### src/rtl/ddr_ctrl_pkg.sv
// Shared types and SDRAM command encodings for the SDRAM controller blocks
// (arbiter, init, refresh, write and read command generators).
package ddr_ctrl_pkg;

   localparam int DDR_ADDR_W = 13;
   localparam int DDR_BA_W   = 2;

   // {cs_n, ras_n, cas_n, we_n}
   localparam logic [3:0] CMD_NOP  = 4'b0111;
   localparam logic [3:0] CMD_PRE  = 4'b0010;
   localparam logic [3:0] CMD_AREF = 4'b0001;
   localparam logic [3:0] CMD_ACT  = 4'b0011;
   localparam logic [3:0] CMD_WR   = 4'b0100;
   localparam logic [3:0] CMD_RD   = 4'b0101;
   localparam logic [3:0] CMD_MRS  = 4'b0000;

   typedef enum logic [2:0] {
      ST_IDLE  = 3'd0,
      ST_ARBIT = 3'd1,
      ST_AREF  = 3'd2,
      ST_WRITE = 3'd3,
      ST_READ  = 3'd4
   } state_t;

   typedef struct packed {
      logic [3:0]            cmd;
      logic [DDR_BA_W-1:0]   ba;
      logic [DDR_ADDR_W-1:0] addr;
   } cmd_bus_t;

endpackage

### src/rtl/ddr_ctrl_arbit.sv
// SDRAM command-bus arbiter: holds the bus for init, then grants refresh
// (fixed top priority) or write/read (round-robin) one owner at a time.
//
// state    | meaning
// ---------+---------------------------------------------------------
// ST_IDLE  | init sequence running, init module drives the pins
// ST_ARBIT | no owner, pins carry NOP, choose next owner
// ST_AREF  | auto-refresh owns the bus until aref_end_i
// ST_WRITE | write module owns the bus and DQ until wr_end_i
// ST_READ  | read module owns the bus until rd_end_i
module ddr_ctrl_arbit
   import ddr_ctrl_pkg::*;
#(
   parameter int ADDR_W = 13,
   parameter int BA_W   = 2,
   parameter int DATA_W = 16
) (
   input  logic              sys_clk,
   input  logic              sys_rst,
   input  logic              init_end_i,
   input  logic [3:0]        init_cmd_i,
   input  logic [BA_W-1:0]   init_ba_i,
   input  logic [ADDR_W-1:0] init_addr_i,
   input  logic              aref_req_i,
   input  logic              aref_end_i,
   input  logic [3:0]        aref_cmd_i,
   input  logic [BA_W-1:0]   aref_ba_i,
   input  logic [ADDR_W-1:0] aref_addr_i,
   input  logic              wr_req_i,
   input  logic              rd_req_i,
   input  logic              wr_end_i,
   input  logic              rd_end_i,
   input  logic [3:0]        wr_cmd_i,
   input  logic [BA_W-1:0]   wr_ba_i,
   input  logic [ADDR_W-1:0] wr_addr_i,
   input  logic [3:0]        rd_cmd_i,
   input  logic [BA_W-1:0]   rd_ba_i,
   input  logic [ADDR_W-1:0] rd_addr_i,
   input  logic              wr_sdram_en_i,
   input  logic [DATA_W-1:0] wr_sdram_data_i,
   output logic              aref_en_o,
   output logic              wr_en_o,
   output logic              rd_en_o,
   output logic [3:0]        sdram_cmd_o,
   output logic [BA_W-1:0]   sdram_ba_o,
   output logic [ADDR_W-1:0] sdram_addr_o,
   output logic [DATA_W-1:0] sdram_dq_o,
   output logic              sdram_dq_oe_o
);

   typedef struct packed {
      logic [3:0]        cmd;
      logic [BA_W-1:0]   ba;
      logic [ADDR_W-1:0] addr;
   } bus_t;

   state_t state_q, state_d;
   logic   last_wr_q, last_wr_d;
   bus_t   bus;

   always_ff @(posedge sys_clk or posedge sys_rst) begin
      if (sys_rst) begin
         state_q   <= ST_IDLE;
         last_wr_q <= 1'b0;
      end else begin
         state_q   <= state_d;
         last_wr_q <= last_wr_d;
      end
   end

   always_comb begin
      state_d   = state_q;
      last_wr_d = last_wr_q;
      case (state_q)
         ST_IDLE:  if (init_end_i) state_d = ST_ARBIT;
         ST_ARBIT: begin
            // Write wins unless read is also waiting and write went last.
            if (aref_req_i) begin
               state_d = ST_AREF;
            end else if (wr_req_i && (!rd_req_i || !last_wr_q)) begin
               state_d   = ST_WRITE;
               last_wr_d = 1'b1;
            end else if (rd_req_i) begin
               state_d   = ST_READ;
               last_wr_d = 1'b0;
            end
         end
         ST_AREF:  if (aref_end_i) state_d = ST_ARBIT;
         ST_WRITE: if (wr_end_i)   state_d = ST_ARBIT;
         ST_READ:  if (rd_end_i)   state_d = ST_ARBIT;
         default:  state_d = ST_IDLE;
      endcase
   end

   always_comb begin
      bus       = '{cmd: CMD_NOP, ba: '1, addr: '1};
      aref_en_o = 1'b0;
      wr_en_o   = 1'b0;
      rd_en_o   = 1'b0;
      case (state_q)
         ST_IDLE:  bus = '{cmd: init_cmd_i, ba: init_ba_i, addr: init_addr_i};
         ST_AREF: begin
            bus       = '{cmd: aref_cmd_i, ba: aref_ba_i, addr: aref_addr_i};
            aref_en_o = 1'b1;
         end
         ST_WRITE: begin
            bus     = '{cmd: wr_cmd_i, ba: wr_ba_i, addr: wr_addr_i};
            wr_en_o = 1'b1;
         end
         ST_READ: begin
            bus     = '{cmd: rd_cmd_i, ba: rd_ba_i, addr: rd_addr_i};
            rd_en_o = 1'b1;
         end
         default: ;
      endcase
   end

   assign sdram_cmd_o   = bus.cmd;
   assign sdram_ba_o    = bus.ba;
   assign sdram_addr_o  = bus.addr;
   assign sdram_dq_oe_o = (state_q == ST_WRITE) && wr_sdram_en_i;
   assign sdram_dq_o    = sdram_dq_oe_o ? wr_sdram_data_i : '0;

endmodule

### config.mk
export PLATFORM = sky130hd
export DESIGN_NAME = ddr_ctrl_arbit
export DESIGN_NICKNAME = d
export VERILOG_FILES = /design/src/rtl/ddr_ctrl_pkg.sv /design/src/rtl/ddr_ctrl_arbit.sv
export SDC_FILE = /design/constraint.sdc
export NUM_CORES = 1
export LEC_CHECK = 0
export ABC_AREA = 1
export BUFFER_PORTS_ARGS = -buffer_cell sky130_fd_sc_hd__buf_2
export CORE_MARGIN = 10
export CORE_UTILIZATION = 31
export CTS_CLUSTER_SIZE = 10
export DETAILED_ROUTE_END_ITERATION = 10
export GPL_ROUTABILITY_DRIVEN = 0
export PLACE_DENSITY = 0.84
export SLEW_MARGIN = 5
export SYNTH_ARGS = -nofsm -noshare
export SYNTH_HDL_FRONTEND = slang
export SYNTH_SLANG_ARGS = --single-unit
### constraint.sdc
create_clock -name sys_clk -period 1.7 [get_ports sys_clk]
set_clock_uncertainty 0.15 [all_clocks]
set_input_delay 0.085 -clock sys_clk [delete_from_list [all_inputs] [get_ports sys_clk]]
set_output_delay 0.085 -clock sys_clk [all_outputs]
set_load 0.02 [all_outputs]
Yosys cells after proc, flatten, opt, wreduce, memory -nomap -nowiden
Cells that the tools add are included.

cells by class
  reduce and logical (&&, ||, !) cells = 9
  bitwise gates (word level) = 1
  equality and inequality tests = 9
  multiplexer cells = 15

operators with widths
  kind                                                             count
  19-bit one-hot mux with 4 select lines                           1
  3-bit two-way mux                                                7
  16-bit two-way mux                                               1
  3-bit one-hot mux with 5 select lines                            1
  2-bit inequality test, second input constant                     4
  3-bit by 2-bit == test with 1-bit output, second input constant  2
  1-bit two-way mux                                                5
  5-bit AND reduction                                              1
  4-bit inequality test, second input constant                     1
  3-bit by 1-bit == test with 1-bit output, second input constant  1
  3-bit == test, second input constant                             1
  3-bit logical NOT                                                1
  3-bit AND reduction                                              1
  1-bit logical AND                                                2
  1-bit logical NOT                                                2
  2-bit nonzero test                                               1
  1-bit logical OR                                                 1
  1-bit inverter                                                   1

storage, ports and cells
  register bits = 4
  bits of input ports = 102
  output and inout bits = 39

Logic depth before layout (Yosys ltp)
  word-level depth = 6
  mapped depth = 8

Least setup slack after synthesis
OpenSTA, ideal clock, no wires.

  path type = reg2out
  from = reg state_q[1]
  to = out sdram_addr_o[3]
  stages on the path, launching flop included = 7
  path buffers = 1
  required time = 1465 ps
  setup slack = 223 ps
  arrival = 1242 ps
  cell sequence = dfrtp_1 nor2_2 nand2_1 inv_1 buf_2 nand2_1 nand4_1

between the ends
  longest elaborated chain between the ends = 2
  elaborated cells between the ends (all ways) = 5
  classes of those cells = eq/ne: 3; mux: 1; reduce/logical: 1

ends and longest elaborated chain
  what                                         RTL line               text
  from (decl)                                  ddr_ctrl_arbit.sv:57   state_t state_q, state_d;
  from (signal assigned)                       ddr_ctrl_arbit.sv:66   state_q <= state_d;
  3-bit == test, or another cell as far along  ddr_ctrl_arbit.sv:100  case (state_q)
  19-bit one-hot mux with 4 select lines (*)   ddr_ctrl_arbit.sv:100
  to (decl)                                    ddr_ctrl_arbit.sv:46   output logic [ADDR_W-1:0] sdram_addr_o,

Every way passes the cells marked *; elsewhere a longest branch is shown, timed or not.

Worst setup path after layout
  from = reg state_q[0]
  to = out sdram_addr_o[10]

Same word-level chain as after synthesis.

==> flow_metrics.tcl <==
set metrics [dict create \
    status "complete, but fails checks" \
    violations "negative setup slack" \
    slew_headroom_pct 82.82 \
    syn_nets 311 \
    insertion_delay_ns 0.24 \
    overflow 0 \
    ys_seq_area_share_pct 9.569 \
    synth-seq-cells 4 \
    syn_inst 209 \
    critPathMaxFanout 6 \
    port_buffers 140 \
    fmax_mhz 570.4 \
    drt_iter0_drc 79 \
    vdd_ir_drop_max_uv 665.9 \
    grt_first_pass_wirelength_um 8742 \
    cts.clk_slew.worst_paths_ns 0.04 \
    wl_um 5981 \
    num_vias 1930 \
    final_common_cell "buf_2" \
    cts-root-buf "clkbuf_4" \
    grt_pass1_vias 1845 \
    drt-wirelength-per-cell_um 14.73 \
    p_leak_nw 1.242 \
    layout_common_cells "buf_2, nand2_1, inv_1" \
    via_per_inst 4.754 \
    crit_type "reg2out" \
    yosysWarningCount 0 \
    route.detailed.drc 0 \
    period_share_pct 103.1 \
    diodes 0 \
    clkSinkCount 4 \
    syn_avg_cell_area_sq_um 5.005 \
    crit_required_ns 1.46 \
    die_width_um 78.09 \
    synth-edff-count 0 \
    rsz0062_at_grt "true" \
    setup_viol 13 \
    preCtsSetupSlack_ns 0.1336 \
    drv_slew 0 \
    final_cells 406 \
    ys_types 22 \
    start_util_pct 31.59 \
    grtUsageTotal_pct 16.83 \
    drive_above_1_share_pct 51.67 \
    critPathCaptureType "primary output" \
    h-tree-depth 1 \
    antenna_found_initial 0 \
    rows 21 \
    synth_flop_cell "dfrtp_1" \
    crit_path_start_kind "flip-flop" \
    cp.arrival_ns 1.52 \
    detail-route-antenna-nets 0 \
    final_nets 464 \
    maxCapViolCount 0 \
    fp.coreArea_sq_um 3311 \
    dp_hpwl_um 4649 \
    cts-buffers-inserted 3 \
    ioPinCount 141 \
    place_inst 394 \
    cts_tree "built" \
    area_growth_syn_to_layout_pct 102.3 \
    netlist_area_sq_um 1046 \
    hold_path_class "in2reg" \
    async_flop_share_pct 100.0 \
    tightest_slew_ns 0.2554 \
    cts_buffer_depth 2 \
    die_h_um 78.09 \
    grt_max_degree 22 \
    setup_slack_ns -0.05315 \
    hold_viol 0 \
    cellPowerDensity_nw_per_um2 1602 \
    die-area_sq_um 6097 \
    fin_crit_ns 1.753 \
    drt_pass1_iterations 4 \
]
cell usage after synthesis, types with 3 or more instances:
cell type | number | share of area (%)
nand2_1 | 65 | 23
buf_4 | 3 | 2.2
a21oi_1 | 8 | 3.8
nor2_2 | 4 | 2.4
o21ai_0 | 9 | 4.3
buf_2 | 6 | 2.9
dfrtp_1 | 4 | 9.6
inv_1 | 35 | 13
nor2_1 | 22 | 7.9
nand4_1 | 15 | 9.0
nand3_1 | 24 | 11
flip-flops by register name, summed over array words and instances, names as in the netlist:
signal,count
last_wr_q,1
state_q,3
per-stage QoR:
stage | total power [mW] | util, % | hold WS, ns | instance area, sq um | setup TNS [ns]
final | 3.389 | 63.91 | 0.01227 | 2116 | -0.3259
after global routing | 3.654 | 63.91 | 0.007134 | 2116 | -1.928
after CTS | 3.087 | 59.49 | 0.005038 | 1969 | -0.1668
after detailed placement | 2.653 | 55.10 | -0.1756 | 1824 | 0
after global placement | 2.611 | 55.10 | -0.1809 | 1824 | 0
after floorplan | 1.826 | - | -0.2989 | 1046 | 0
path summary, 6_finish.rpt:
path | startpoint | to | slack [ns] | depth (start not counted)
setup / recovery | state_q[0] | sdram_addr_o[10] | -0.05 | 6
hold / removal | rd_req_i | state_q[2] | 0.01 | 3
setup reg to reg | state_q[2] | last_wr_q | 0.19 | 7
hold reg to reg | last_wr_q | last_wr_q | 0.37 | 2
max in group asynchronous | sys_rst | state_q[0] | 1.12 | 3
min in group asynchronous | sys_rst | last_wr_q | 0.11 | 3
what timing repair did:
action,CTS,global route
setup endpoints to repair,35,35
hold buffers,2,0
buffers inserted,2,2
gates cloned,0,3
hold endpoints to repair,5,0
gates resized for setup,29,33
pin swaps,1,1
metal layers:
metal | track usage, % | part of all wire, % | up-vias
met3 | 5.011 | 10 | 5
met1 | 17.24 | 37 | 858
met5 | 0 | 0 | -
li1 | - | - | 969
met2 | 32.89 | 52 | 98
met4 | 2.867 | 0.80 | 0
final cells by class:
cell class / instances / area (sq um)
fill: 316 / 1195
timing repair buffer: 159 / 989.7
multi-input combinational: 158 / 804.5
inverter: 36 / 137.6
sequential: 4 / 103.9
tap: 46 / 57.56
clock buffer: 3 / 22.52
cell families (layout without fill, tap and decap cells):
logic type	Yosys count	count (layout)	share of synthesized area [%]
simple gates	139	139	61.48
buf+inv	47	198	19.38
compound gates	19	19	9.570
flops	4	4	9.570
worst max-delay path, cell delays in order, from the launching register on:
cell and delay (ns):
dfrtp_2 0.44, nor2_4 0.18, nor2_2 0.08, buf_2 0.18, a21oi_2 0.12, nand4_1 0.10
buf_4 0.18
power breakdown:
part | switching, mW | internal [mW] | leakage (nW)
clock network | 0.0407 | 0.0791 | 0.0138
logic | 1.75 | 1.33 | 1.18
registers | 0.0563 | 0.140 | 0.0467
total | 1.84 | 1.55 | 1.24
(Power assumes the default switching activity.)
